[config.mk]
export PLATFORM = sky130hd
export DESIGN_NAME = serial_addsub
export DESIGN_NICKNAME = d
export VERILOG_FILES = /design/src/rtl/lsd_pkg.sv /design/src/rtl/full_adder.sv /design/src/rtl/serial_addsub.sv
export SDC_FILE = /design/constraint.sdc
export NUM_CORES = 1
export LEC_CHECK = 0
export BUFFER_PORTS_ARGS = -buffer_cell sky130_fd_sc_hd__buf_2
export CAP_MARGIN = 20
export CELL_PAD_IN_SITES_DETAIL_PLACEMENT = 0
export CELL_PAD_IN_SITES_GLOBAL_PLACEMENT = 2
export CORE_MARGIN = 1.5
export CORE_UTILIZATION = 30
export DETAILED_ROUTE_END_ITERATION = 16
export PLACE_DENSITY_LB_ADDON = 0.2
export SLEW_MARGIN = 20
export SYNTH_ARGS = -nofsm -noshare
export SYNTH_HDL_FRONTEND = slang
export SYNTH_HIERARCHICAL = 1
export SYNTH_SLANG_ARGS = --single-unit
[constraint.sdc]
create_clock -name clk -period 1.82 [get_ports clk]
set_input_delay 0.091 -clock clk [delete_from_list [all_inputs] [get_ports clk]]
set_output_delay 0.091 -clock clk [all_outputs]
set_load 0.03 [all_outputs]
[src/rtl/lsd_pkg.sv]
// Shared definitions for the serial add/subtract block.
//   DEFAULT_WIDTH : default operand/result width
//   state_t       : FSM state encoding used by serial_addsub
//   cnt_bits()    : width of a counter able to hold the value 0..width
package lsd_pkg;

   localparam int DEFAULT_WIDTH = 8;

   typedef enum logic [1:0] {
      ST_IDLE  = 2'd0,
      ST_SHIFT = 2'd1,
      ST_DONE  = 2'd2
   } state_t;

   function automatic int cnt_bits(input int width);
      return $clog2(width + 1);
   endfunction

endpackage

[src/rtl/full_adder.sv]
// Single-bit full adder used as the per-bit stage of the serial adder.
//   a, b : operand bits
//   cin  : carry in
//   s    : sum bit
//   co   : carry out
module full_adder (
   input  logic a,
   input  logic b,
   input  logic cin,
   output logic s,
   output logic co
);

   assign s  = a ^ b ^ cin;
   assign co = (a & b) | (cin & (a ^ b));

endmodule

[src/rtl/serial_addsub.sv]
// Bit-serial two's-complement adder/subtractor, LSB first, one bit per clock.
//   clk, reset      : clock, synchronous active-high reset
//   start, sub, a, b: operation request, select (1 = a-b) and operands
//   busy, done      : SHIFT in progress / one-cycle result-valid pulse
//   r, cout         : result and final carry out of the MSB stage
//   op_s, sgn_a/b/r : operation and sign bits for the external overflow detector
//   ovf_in          : overflow returned by that detector
//   ovf_flag        : registered overflow of the last completed operation
//
// state    | meaning
// ---------+-------------------------------------------------------------
// ST_IDLE  | waiting for start
// ST_SHIFT | WIDTH bit cycles followed by one settle cycle (busy=1)
// ST_DONE  | result valid, done=1; start here chains the next operation
module serial_addsub
   import lsd_pkg::*;
#(
   parameter int WIDTH = DEFAULT_WIDTH
) (
   input  logic             clk,
   input  logic             reset,
   input  logic             start,
   input  logic             sub,
   input  logic [WIDTH-1:0] a,
   input  logic [WIDTH-1:0] b,
   output logic             busy,
   output logic             done,
   output logic [WIDTH-1:0] r,
   output logic             cout,
   output logic             op_s,
   output logic             sgn_a,
   output logic             sgn_b,
   output logic             sgn_r,
   input  logic             ovf_in,
   output logic             ovf_flag
);

   localparam int            CW   = cnt_bits(WIDTH);
   localparam logic [CW-1:0] LAST = CW'(WIDTH);

   state_t           state;
   state_t           state_nx;
   logic [WIDTH-1:0] a_sh;
   logic [WIDTH-1:0] b_sh;
   logic             carry;
   logic [CW-1:0]    cnt;
   logic             sum_bit;
   logic             carry_nx;
   logic             accept;
   logic             bit_cyc;

   always_ff @(posedge clk) begin
      if (reset) state <= ST_IDLE;
      else       state <= state_nx;
   end

   always_comb begin
      state_nx = state;
      busy     = 1'b0;
      done     = 1'b0;
      accept   = 1'b0;
      case (state)
         ST_IDLE: begin
            if (start) begin
               accept   = 1'b1;
               state_nx = ST_SHIFT;
            end
         end
         ST_SHIFT: begin
            busy = 1'b1;
            if (cnt == LAST) state_nx = ST_DONE;
         end
         ST_DONE: begin
            done = 1'b1;
            if (start) begin
               accept   = 1'b1;
               state_nx = ST_SHIFT;
            end else begin
               state_nx = ST_IDLE;
            end
         end
         default: state_nx = ST_IDLE;
      endcase
   end

   // The counter stops at WIDTH; the cycle spent there is the settle cycle.
   assign bit_cyc = busy && (cnt != LAST);

   full_adder u_fa (
      .a   (a_sh[0]),
      .b   (b_sh[0]),
      .cin (carry),
      .s   (sum_bit),
      .co  (carry_nx)
   );

   always_ff @(posedge clk) begin
      if (reset) begin
         a_sh     <= '0;
         b_sh     <= '0;
         carry    <= 1'b0;
         cnt      <= '0;
         r        <= '0;
         op_s     <= 1'b0;
         sgn_a    <= 1'b0;
         sgn_b    <= 1'b0;
         ovf_flag <= 1'b0;
      end else if (accept) begin
         a_sh  <= a;
         b_sh  <= sub ? ~b : b;
         carry <= sub;
         cnt   <= '0;
         op_s  <= sub;
         sgn_a <= a[WIDTH-1];
         sgn_b <= b[WIDTH-1];
         // A chained start still records the completing operation's overflow;
         // the clear lands on the first bit cycle of the new operation.
         ovf_flag <= (state == ST_DONE) ? ovf_in : 1'b0;
      end else if (bit_cyc) begin
         r     <= {sum_bit, r[WIDTH-1:1]};
         a_sh  <= a_sh >> 1;
         b_sh  <= b_sh >> 1;
         carry <= carry_nx;
         cnt   <= cnt + 1'b1;
         if (cnt == '0) ovf_flag <= 1'b0;
      end else if (state == ST_DONE) begin
         ovf_flag <= ovf_in;
      end
   end

   assign cout  = carry;
   assign sgn_r = r[WIDTH-1];

endmodule

# --- After elaboration in Yosys (flattened, before gate mapping) ---
# Cells that the tools add are included.
# Widths: inputs -> output; s select.
classes:
  add_sub_neg: 1
  eq_ne: 7
  mux: 20
  n_bitwise: 7
  n_reduce_logical: 10
op_table:
  columns: ["cell", "count"]
  rows:
  - ["$mux 8", 5]
  - ["$mux 1", 12]
  - ["$not 8->8", 1]
  - ["$pmux 2 s3", 1]
  - ["$reduce_and 2->1", 3]
  - ["$add 4x1->4 const B", 1]
  - ["$eq 4x4->1 const B", 1]
  - ["$logic_not 4->1", 1]
  - ["$mux 2", 2]
  - ["$ne 2x2->1 const B", 2]
  - ["$ne 4x4->1 const B", 1]
  - ["$reduce_or 2->1", 2]
  - ["$ne 3x2->1 const B", 1]
  - ["$reduce_bool 3->1", 1]
  - ["$and 1x1->1", 2]
  - ["$eq 2x1->1 const B", 1]
  - ["$eq 2x2->1 const B", 1]
  - ["$logic_not 2->1", 1]
  - ["$reduce_bool 2->1", 1]
  - ["$xor 1x1->1", 2]
  - ["$logic_and 1x1->1", 1]
  - ["$not 1->1", 1]
  - ["$or 1x1->1", 1]
word_totals:
  reg_bits: 35
  inputBits: 21
  out_inout_bits: 16
  word_cells: 55

# --- Logic depth before layout (Yosys ltp) ---
depth:
  ltp_word: 5
  ltp_mapped: 7
  mapped_depth_nobuf: 5

# --- By module ---
# Netlist, hierarchy kept.
modules_own_cells:
  columns: ["mod", "instances", "cells_per_inst", "area_per_inst_um2"]
  rows:
  - ["serial_addsub", 1, 193, 1596.5]
  - ["full_adder", 1, 1, 20.0]

# --- Least setup slack after synthesis ---
# Ideal clock, no wire load.
synth_path:
  path_kind: "register to register"
  start: "register cnt[0]"
  end: "register cnt[2]"
  setup_ps: 70
  t_arrival_ps: 1428
  required_time_ps: 1750
  setup_slack_ps: 323
  stages_incl_launch_ff: 7
  n_path_buf: 1
  cell_sequence: "dfxtp_1 > inv_1 > ha_1 > and3b_1 > buf_6 > or4_1 > a21oi_1"
synth_between:
  elab_chain_cells: 2
synth_lines:
  columns: ["item", "line_no", "text"]
  rows:
  - ["start: declaration", "serial_addsub.sv:46", "logic [CW-1:0] cnt;"]
  - ["start signal: assignment", "serial_addsub.sv:124", "cnt <= cnt + 1'b1;"]
  - ["branches (longest 2 deep; another with $add 4x1->4)", null, null]
# Several ways; the timed one is not identified.
# A chain may end at the register's enable or synchronous reset.

# --- Worst setup path in the final report ---
# Same ends and word-level chain as after synthesis.

==> impl_metrics.toml <==
[critical_path]
crit_path_start_kind = "flip-flop"
path_class = "reg2reg"
critPathRequiredTime_ns = 2.04
crit_fanout = 19
cp-end-kind = "flip-flop"
rrSetupSlack_ns = 0.13
crit_chain = "inv_1 -> ha_1 -> and3b_2 -> or4_1 -> a21oi_1"
critPathMaxStageDelay_ns = 0.45
slowest_stage = "or4_1"
cp_data_arrival_time_ns = 1.90

[yosys]
synth_fp_nets = 218
avgSynthCellArea_sq_um = 8.33
syn_inst = 194
synth_top_cell_by_area = "dfxtp_1"
synth_seq_cells = 35
ys_seq_area_share_pct = 43.3
synth_area_leaders = "dfxtp_1 (43%), nand3_1 (8.0%), a311oi_1 (7.6%)"
synth.cell_area_sq_mm = 0.00162
ys_warn_count = 6
ys_types = 29
synth_top_cell_area_share_pct = 43.3

[layout]
drive_gt1_share_pct = 23.1
nNetsFinal = 249
syn2layout_area_growth_pct = 20.8
num_antenna_cells = 0
fill_cells = 560

[power]
p_leak_nw = 0.746
p_per_area_mw_per_mm2 = 843
ir_worst_vdd_v = 0.000395

[worst_hold_path]
holdCritPathClass = "in2reg"

[clocking]
cts_root_buffer = "clkbuf_8"
cts_buffer_depth = 2
cts_tree = "done"
cts.sinks = 35
cts_made_buffers = 5
htree_levels = 2
clkTransAtPathRegs_ns = 0.07
insertion_delay_ns = 0.28

[die]
initial_utilization_pct = 31.5
die_height_um = 76.4
rows = 26
die_area_sq_mm = 0.00584
core-area_sq_mm = 0.00514
ios = 37
fp.dieW_um = 76.4

[sta]
rsz0062_at_grt = "false"
min_period_over_period_pct = 92.7
relSlewSlack_pct = 67.9
skew_ns = 0.00464
tightest_slew_ns = 0.481
max_clock_freq_ghz = 0.593
finalHoldViolations = 0
fin_crit_ns = 1.69
finalSetupTns_ns = 0
maxSlewViolCount = 0
timing.final.setup_violations = 0
fin_ws_ns = 0.134

[global_routing]
antenna_found_initial = 0
grt_pass1_vias = 1429
grt_max_degree = 36
track_usage_pct = 15.1
grt_pass1_wl_mm = 7.05
grt_overflow = 0

[job]
cap_violations = 0

[routing]
viasPerCell = 5.15
first_iter_violations = 152
wl_per_cell_um = 14.3
routed_wl_mm = 4.23
vias = 1519
ant_nets = 0
first_pass_iters = 4
route.detailed.drc = 0

[place]
placement.io_buffers = 36
post-place-ws_ns = 0.0250
hpwl_mm = 2.70
place_congestion = 0.750

[run_status]
status = "complete, no violations"
==> timing repair <==
action                                  CTS  global route
hold buffers                              0             0
endpoints found under the setup margin    0            24
setup buffers                             0             0
gates resized for setup                   0             1
==> flip-flops by register name, summed over array words and instances (netlist names) <==
register  cells
a_sh          8
b_sh          8
cnt           4
cout          1
op_s          1
ovf_flag      1
r             8
sgn_a         1
sgn_b         1
state         2
==> metrics by stage <==
step | total power, mW | hold slack (ns) | area, sq um | utilization (%) | cells
global placement | 1.09 | 0.341 | 1860 | 36.3 | 288
CTS | 1.67 | 0.0449 | 1950 | 38.0 | 295
floorplan | 1.01 | 0.163 | 1620 | - | 194
finish | 1.65 | 0.0535 | 1950 | 38.0 | 295
global route | 1.74 | 0.0658 | 1950 | 38.0 | 295
detailed placement | 1.09 | 0.348 | 1860 | 36.3 | 288
==> worst paths after layout <==
path	startpoint	end	cells after the start
max reg2reg	cnt[0]	cnt[2]	5
max	cnt[0]	cnt[2]	5
min	ovf_in	ovf_flag	3
min reg2reg	op_s	op_s	2
==> synth_stat cells <==
master,count
nand4bb_1,1
nor2b_1,2
a311oi_1,14
fa_1,1
buf_4,2
o21ai_0,24
o31ai_1,1
nand2_1,8
or4_1,1
clkbuf_1,7
nand3b_1,1
a21oi_1,19
nor2_1,16
buf_6,1
nor3b_1,1
inv_1,3
and3b_1,1
or3_1,1
xor2_1,8
o21ai_1,1
inv_2,1
o221ai_1,1
dfxtp_1,35
nand2b_1,3
ha_1,2
a31oi_1,1
nand3_1,26
o211ai_1,3
buf_2,9
==> cells in the final DEF (no fill, tap or decap), types with 5 or more instances in the layout <==
master / synthesis / layout
buf_2: 9 / 36
dfxtp_1: 35 / 35
nand3_1: 26 / 26
o21ai_0: 24 / 24
a21oi_1: 19 / 19
nor2_1: 16 / 16
a311oi_1: 14 / 14
nand2_1: 8 / 8
xor2_1: 8 / 8
clkbuf_8: 0 / 6
buf_4: 2 / 5
==> area by class of cell <==
class / count / area [sq um] / share of cell area, %
Sequential cell: 35 / 701 / 35.9
Clock inverter: 1 / 5.00 / 0.256
Clock buffer: 6 / 82.6 / 4.23
Tap cell: 70 / 87.6 / 4.48
Multi-Input combinational cell: 136 / 805 / 41.2
Inverter: 4 / 15.0 / 0.769
Timing Repair Buffer: 43 / 258 / 13.2
==> worst max-delay path, delay by kind of cell, from the launching register on <==
family,cells,cell delay [ns]
buf+inv,1,0.07
flops,1,0.36
compound gates,1,0.16
fa+ha+maj,1,0.22
simple gates,2,0.81
==> report_power, final <==
part | internal [mW] | total [mW] | leakage (nW) | switching (mW)
Sequential | 0.811 | 0.838 | 0.287 | 0.0275
Combinational | 0.0880 | 0.238 | 0.412 | 0.150
Clock | 0.297 | 0.570 | 0.0470 | 0.273
Total | 1.20 | 1.65 | 0.746 | 0.451
==> cell families (layout without fill, tap and decap cells) <==
group | count (synthesis) | after routing | share of synthesized area [%]
flops | 35 | 35 | 43.3
xor+xnor | 8 | 8 | 4.33
compound gates | 64 | 64 | 24.0
fa+ha+maj | 3 | 3 | 2.79
simple gates | 61 | 61 | 18.6
buf+inv | 23 | 54 | 6.97
==> metal layers <==
layer | share of wire, % | GRT usage [%] | vias to the layer above
li1 | - | - | 754
met3 | 4.6 | 3.95 | 4
met1 | 49 | 20.7 | 725
met5 | 0 | 0 | -
met4 | 0.90 | 5.37 | 0
met2 | 45 | 22.9 | 36
(Power assumes the default switching activity.)
